===== config.mk =====
export PLATFORM = sky130hd
export DESIGN_NAME = alu_8_bit_flat
export DESIGN_NICKNAME = d
export VERILOG_FILES = /design/src/rtl/alu_8_bit_if.sv /design/src/rtl/alu_8_bit.sv /design/src/flat_wrapper.sv
export SDC_FILE = /design/constraint.sdc
export NUM_CORES = 1
export LEC_CHECK = 0
export CORE_MARGIN = 3
export CORE_UTILIZATION = 41
export CTS_CLUSTER_DIAMETER = 80
export DETAILED_ROUTE_END_ITERATION = 8
export GPL_ROUTABILITY_DRIVEN = 0
export PLACE_DENSITY = 0.64
export RECOVER_POWER = 50
export SLEW_MARGIN = 20
export SYNTH_ARGS = -nofsm -noshare
export SYNTH_HDL_FRONTEND = slang
export SYNTH_SLANG_ARGS = --single-unit

===== constraint.sdc =====
create_clock -name clk -period 0.8 [get_ports clk]
set_input_delay 0.12 -clock clk [delete_from_list [all_inputs] [get_ports clk]]
set_output_delay 0.12 -clock clk [all_outputs]
set_load 0.1 [all_outputs]

===== src/rtl/alu_8_bit_if.sv =====
// Operand/result bundle for the 8-bit registered ALU.
// The master drives operands and the function select; the slave returns the registered result and flag.
interface alu_8_bit_if;
   logic [7:0] a;
   logic [7:0] b;
   logic       cin;
   logic [3:0] alu_sel;
   logic [7:0] alu_out;
   logic       alu_cout;

   modport master (
      output a,
      output b,
      output cin,
      output alu_sel,
      input  alu_out,
      input  alu_cout
   );

   modport slave (
      input  a,
      input  b,
      input  cin,
      input  alu_sel,
      output alu_out,
      output alu_cout
   );
endinterface


===== src/rtl/alu_8_bit.sv =====
// 8-bit, 16-function ALU with a registered result and carry/borrow/overflow flag.
// Outputs lag their operands by exactly one clock edge; cin only feeds ADD and SUB.
module alu_8_bit (
   input  logic        clk,
   input  logic        rst_n,
   alu_8_bit_if.slave  bus
);

   localparam logic [3:0] SEL_ADD  = 4'h0;
   localparam logic [3:0] SEL_SUB  = 4'h1;
   localparam logic [3:0] SEL_MUL  = 4'h2;
   localparam logic [3:0] SEL_DIV  = 4'h3;
   localparam logic [3:0] SEL_SHL  = 4'h4;
   localparam logic [3:0] SEL_SHR  = 4'h5;
   localparam logic [3:0] SEL_ROL  = 4'h6;
   localparam logic [3:0] SEL_ROR  = 4'h7;
   localparam logic [3:0] SEL_AND  = 4'h8;
   localparam logic [3:0] SEL_OR   = 4'h9;
   localparam logic [3:0] SEL_XOR  = 4'hA;
   localparam logic [3:0] SEL_NOR  = 4'hB;
   localparam logic [3:0] SEL_NAND = 4'hC;
   localparam logic [3:0] SEL_XNOR = 4'hD;
   localparam logic [3:0] SEL_GT   = 4'hE;
   localparam logic [3:0] SEL_EQ   = 4'hF;

   logic [8:0]  sum_s;
   logic [8:0]  diff_s;
   logic [15:0] prod_s;
   logic [7:0]  result_s;
   logic        cout_s;
   logic [7:0]  alu_out_r;
   logic        alu_cout_r;

   // Nine-bit add/subtract so bit 8 carries the carry-out or the borrow.
   always_comb begin
      sum_s  = {1'b0, bus.a} + {1'b0, bus.b} + {8'h00, bus.cin};
      diff_s = {1'b0, bus.a} - {1'b0, bus.b} - {8'h00, bus.cin};
      prod_s = {8'h00, bus.a} * {8'h00, bus.b};
   end

   // Function decode; every path assigns both the result byte and the flag.
   always_comb begin
      result_s = 8'h00;
      cout_s   = 1'b0;
      case (bus.alu_sel)
         SEL_ADD: begin
            result_s = sum_s[7:0];
            cout_s   = sum_s[8];
         end
         SEL_SUB: begin
            result_s = diff_s[7:0];
            cout_s   = diff_s[8];
         end
         SEL_MUL: begin
            result_s = prod_s[7:0];
            cout_s   = (prod_s[15:8] != 8'h00);
         end
         SEL_DIV: begin
            if (bus.b == 8'h00) begin
               result_s = 8'hFF;
               cout_s   = 1'b1;
            end else begin
               result_s = bus.a / bus.b;
               cout_s   = 1'b0;
            end
         end
         SEL_SHL: begin
            result_s = {bus.a[6:0], 1'b0};
            cout_s   = bus.a[7];
         end
         SEL_SHR: begin
            result_s = {1'b0, bus.a[7:1]};
            cout_s   = bus.a[0];
         end
         SEL_ROL: begin
            result_s = {bus.a[6:0], bus.a[7]};
            cout_s   = bus.a[7];
         end
         SEL_ROR: begin
            result_s = {bus.a[0], bus.a[7:1]};
            cout_s   = bus.a[0];
         end
         SEL_AND:  result_s = bus.a & bus.b;
         SEL_OR:   result_s = bus.a | bus.b;
         SEL_XOR:  result_s = bus.a ^ bus.b;
         SEL_NOR:  result_s = ~(bus.a | bus.b);
         SEL_NAND: result_s = ~(bus.a & bus.b);
         SEL_XNOR: result_s = ~(bus.a ^ bus.b);
         SEL_GT:   result_s = (bus.a > bus.b)  ? 8'h01 : 8'h00;
         SEL_EQ:   result_s = (bus.a == bus.b) ? 8'h01 : 8'h00;
         default: begin
            result_s = 8'h00;
            cout_s   = 1'b0;
         end
      endcase
   end

   // Output register; reset clears it immediately, independent of the clock.
   always_ff @(posedge clk or negedge rst_n) begin
      if (!rst_n) begin
         alu_out_r  <= 8'h00;
         alu_cout_r <= 1'b0;
      end else begin
         alu_out_r  <= result_s;
         alu_cout_r <= cout_s;
      end
   end

   assign bus.alu_out  = alu_out_r;
   assign bus.alu_cout = alu_cout_r;

endmodule


===== src/flat_wrapper.sv =====
// flat-port wrapper written by rule: the top's interface ports become plain ports
module alu_8_bit_flat 
  (clk, rst_n, bus_a, bus_b, bus_cin, bus_alu_sel, bus_alu_out, bus_alu_cout);
  alu_8_bit_if bus_i ();
  input  logic clk;
  input  logic rst_n;
  input wire logic [$bits(bus_i.a)-1:0] bus_a;
  input wire logic [$bits(bus_i.b)-1:0] bus_b;
  input wire logic [$bits(bus_i.cin)-1:0] bus_cin;
  input wire logic [$bits(bus_i.alu_sel)-1:0] bus_alu_sel;
  output wire logic [$bits(bus_i.alu_out)-1:0] bus_alu_out;
  output wire logic [$bits(bus_i.alu_cout)-1:0] bus_alu_cout;
  assign bus_i.a = bus_a;
  assign bus_i.b = bus_b;
  assign bus_i.cin = bus_cin;
  assign bus_i.alu_sel = bus_alu_sel;
  assign bus_alu_out = bus_i.alu_out;
  assign bus_alu_cout = bus_i.alu_cout;
  alu_8_bit u_core (.clk(clk), .rst_n(rst_n), .bus(bus_i));
endmodule

* Word level (Yosys, flattened, before mapping)
Cells that the tools add are included.
Storage, ports and cells: flip-flop bits (word level) 9, bits of input ports 23, output and inout port bits 9, logic and storage cells 42
Operators by class: add/sub/neg operators 4, multiply operators 1, div/mod/pow operators 1, order comparisons 1, eq/ne operators 16, mux-type cells 6, bitwise logic cells 6, reductions and logical operators 5
Operators with widths (count):
- 8-bit case mux with 16 select lines | 1
- 4-bit == test (second input constant) | 8
- 8-bit NOT | 3
- 4-bit by 3-bit == test with 1-bit output (second input constant) | 4
- 8-bit by 8-bit multiplier with 16-bit output | 1
- 8-bit by 8-bit adder with 9-bit output | 1
- 9-bit by 1-bit adder with 9-bit output | 1
- 8-bit by 8-bit subtractor with 9-bit output | 1
- 9-bit by 1-bit subtractor with 9-bit output | 1
- 8-bit bitwise AND | 1
- 8-bit by 8-bit divider with 8-bit output | 1
- 4-bit by 2-bit == test with 1-bit output (second input constant) | 2
- 8-bit == test | 1
- 8-bit > comparator | 1
- 8-bit logical NOT | 1
- 8-bit two-way mux | 1
- 8-bit OR | 1
- 8-bit nonzero test | 1
- 8-bit bitwise XOR | 1
- 1-bit case mux with 6 select lines | 1
- 4-bit by 1-bit == test with 1-bit output (second input constant) | 1
- 4-bit logical NOT | 1
- 2-bit OR reduction | 2
- 1-bit two-way mux | 3

* Longest topological paths before layout
depth in word-level cells 3, mapped depth 49, gate-level depth less buffers 48

* Least setup slack after synthesis
Ideal clock, no wire load.
path type input to register, start in bus_b[6], end reg u_core.alu_out_r[0], in the netlist u_core.bus.alu_out[0], library setup time 0.152 ns, data arrival time 9.114 ns, required time 0.648 ns, slack -8.466 ns, stages on the path 43, buffers on the path 1, cells stage by stage nor4_4 -> nand3_2 -> nor2_1 -> a21oi_1 -> a21oi_1 -> ha_1 -> a21oi_1 -> nor4_1 -> o22a_2 -> ha_1 -> o21a_1 -> o311a_2 -> nand2_1 -> mux2_2 -> ha_1 -> a21o_1 -> o21ai_1 -> a21oi_4 -> [... 7 more ...] -> o21ai_1 -> a211oi_1 -> a21oi_4 -> o21ai_0 -> ha_1 -> o21a_1 -> o21ai_0 -> a21oi_1 -> a41oi_1 -> clkbuf_1 -> mux2_2 -> ha_1 -> o21a_1 -> o21a_1 -> o2111ai_1 -> a21oi_1 -> nor4_1 -> a21oi_1
Between the ends: longest elaborated chain between the ends 3, elaborated cells on any way between the ends 8, those cells by class div: 1; order compare: 1; eq/ne: 1; mux: 4; reduce/logical: 1
Ends and longest elaborated chain:
- start, declared | line flat_wrapper.sv:8 | input wire logic [$bits(bus_i.b)-1:0] bus_b;
- 8-bit by 8-bit divider with 8-bit output (tied with other cells) | line alu_8_bit.sv:63 | result_s = bus.a / bus.b;
- 8-bit two-way mux (tied with other cells) | line alu_8_bit.sv:59 | if (bus.b == 8'h00) begin
- 8-bit case mux with 16 select lines * | line alu_8_bit.sv:45 | case (bus.alu_sel)
- named net u_core.result_s[0] | line alu_8_bit.sv:29 | logic [7:0] result_s;
- end signal, assigned | line alu_8_bit.sv:104 | alu_out_r <= result_s;
- end, declared | line alu_8_bit.sv:31 | logic [7:0] alu_out_r;
The timed path passes the listed nets; every way through them passes the cells marked *.

* Worst setup path in the final report
Same ends and word-level chain as after synthesis.

==> metrics.yaml <==
outcome:
  outcome: "complete, but fails checks"
  violations: "setup timing"
synthesis:
  synth_common_cells: "ha_1, nor2_1, inv_1, a21oi_1, nand2_1"
  yosysTopAreaCell: "ha_1"
  yosys_most_used_dff: "dfrtp_1"
  synthDistinctLibCells: 76
  synthMostInstantiatedCell: "ha_1"
  synth_seq_cells: 9
  synth_top_cell_area_share: 0.245
  synth_edf_count: 0
  syn-instance-count: 743
  syn_area_sq_um: 5770
  synth_area_leaders: "ha_1, fa_1, nor2_1"
  syn-num-nets: 919
  synth.avg_cell_area_sq_um: 7.77
  seq_area_frac_synth: 0.0390
  yosysWarnings: 0
  async_reset_ff_frac: 1.00
routing:
  routedWlPerCell_um: 20.6
  drc_errors: 0
  vias: 6982
  dr.pass1.iters: 6
  drt_iter0_markers: 780
  antenna_left: 0
  via_per_inst: 5.86
  drt_wl_total_um: 24500
cells_and_area:
  multi_input_area_sq_um: 5880
  area_growth_pct: 63.5
  final_util: 0.699
  fin_cells: 1191
  seq_area_sq_um: 235
  fill_cells: 1028
  n_antenna_cell: 0
  drive_gt1_frac: 0.448
  final_net_count: 1192
floorplanning:
  coreArea_sq_um: 13500
  ioPinCount: 32
  die_h_um: 125
  die-area_sq_um: 15500
  fp.dieW_um: 125
  rows: 42
  start_util: 0.427
worst_hold_path:
  hold_path.class: "input port to asynchronous set/reset pin"
power:
  vdd_drop_max_uv: 3120
  total_power_mw: 15.1
  p_leak_nw: 4.44
  power_density_nw_per_um2: 1600
job:
  maxCapViolations: 0
clocking:
  cts_tree: "built"
  cts_buffer_depth: 2
  cts_buffers: 3
  h-tree-depth: 1
  clk_pin_slew_worst_paths_ps: 40
  root_buffer: "clkbuf_16"
  cts.hold.buffers_added: 0
  cts.sink_count: 9
global_routing:
  track_usage: 0.297
  grt_pass1_wl_um: 37800
  grt_max_degree: 17
  antenna_found_initial: 0
  overflow: 0
  first_global_vias: 7163
setup_path:
  arrival_ps: 9490
  cp_max_fo: 5
  worstSetupPathType: "input port to flip-flop"
  crit_buf_inv: 9
  cpPeakStageDelay_ps: 350
  critPathLaunchType: "input port"
  cpMostUsedCell: "buf_4"
  cp_top_family: "compound AO/OA/AOI/OAI gates"
  cp_slowest_cell: "o311a_4"
  required_ps: 900
  crit_path_end_kind: "flip-flop"
place:
  hpwl_um: 18000
  place_inst: 1125
  portBuffers: 31
sta:
  rsz0062_at_grt: "yes"
  period_needed_ps: 9390
  layout_setup_ws_ps: -8590
  slew_headroom: 0.620
  holdWs_ps: 105
  finalMaxSlewViolations: 0
  setup_violations: 18
  hold_viol_final: 0
  fmax_mhz: 107
  period_share: 11.7
  worst_pin_slew_ps: 565
-- cells by family after synthesis --
kind of cell | Yosys count | synth area share
fa+ha+maj | 153 | 0.384
mux | 24 | 0.0473
simple gates | 209 | 0.173
flops | 9 | 0.0390
xor+xnor | 34 | 0.0516
buf+inv | 119 | 0.0783
compound gates | 195 | 0.227
-- power by group --
| part | leakage, nW | switching (mW) | internal, mW |
|---|---|---|---|
| Clock | 0.0382 | 0.254 | 0.670 |
| Combinational | 4.30 | 7.04 | 6.56 |
| Sequential | 0.102 | 0.0636 | 0.543 |
| Total | 4.44 | 7.36 | 7.77 |
-- per-stage QoR --
| stage | area [sq um] | TNS, ps | setup WS, ps |
|---|---|---|---|
| floorplan | 6200 | -38100 | -7900 |
| global placement | 8180 | -47160 | -8720 |
| detailed placement | 8180 | -48520 | -9150 |
| CTS | 9120 | -42050 | -8100 |
| global route | 9440 | -46320 | -8790 |
| finish | 9440 | -44540 | -8590 |
-- final cells by class --
cell class	count	area share
multi-input cells	615	0.623
repair buffers	293	0.276
inverters	94	0.0440
flip-flops and latches	9	0.0249
well taps	176	0.0233
clock buffers	4	0.00835
-- worst max-delay path by stage --
| stage | slack (ps) | cells past startpoint | to | start |
|---|---|---|---|---|
| after floorplan | -7900 | 45 | u_core.bus.alu_out[0] | bus_b[5] |
| after global placement | -8720 | 44 | u_core.bus.alu_out[0] | bus_b[5] |
| after detailed placement | -9150 | 45 | u_core.bus.alu_out[0] | bus_b[7] |
| after CTS | -8100 | 46 | u_core.bus.alu_out[0] | bus_b[5] |
| after global routing | -8790 | 49 | u_core.bus.alu_out[0] | bus_b[6] |
| final | -8590 | 50 | u_core.bus.alu_out[0] | bus_b[6] |
-- per-layer routing --
layer  wire length (um)  GRT usage  share of wire  vias to the layer above
met5                  0          0              0                        -
met4               1150      0.103          0.047                        0
met2              11600      0.506           0.47                      360
met1               9800      0.394           0.40                     3368
li1                   -          -              -                     3153
met3               1960     0.0279          0.080                      101
-- state kept, by name, indices dropped and copies added (netlist names) --
name / flops
u_core.bus.alu_out: 8
u_core.bus.alu_cout: 1
-- what timing repair did --
| item | in CTS | in global routing |
|---|---|---|
| setup endpoints to repair | 18 | 18 |
| resized for setup | 169 | 40 |
| pin swaps | 79 | 55 |
| buffers inserted | 48 | 19 |
-- placed cells by master, fill, tap and decap left out, drive strengths merged, types with 14 or more instances in the layout --
master	instances
fa	40
xor2	14
o21ai	38
nand2	46
nor3	14
buf	276
mux2	14
xnor2	20
a21oi	57
o21a	16
inv	81
ha	113
nor2	91
Note: power is estimated with default switching activity, not from simulation.
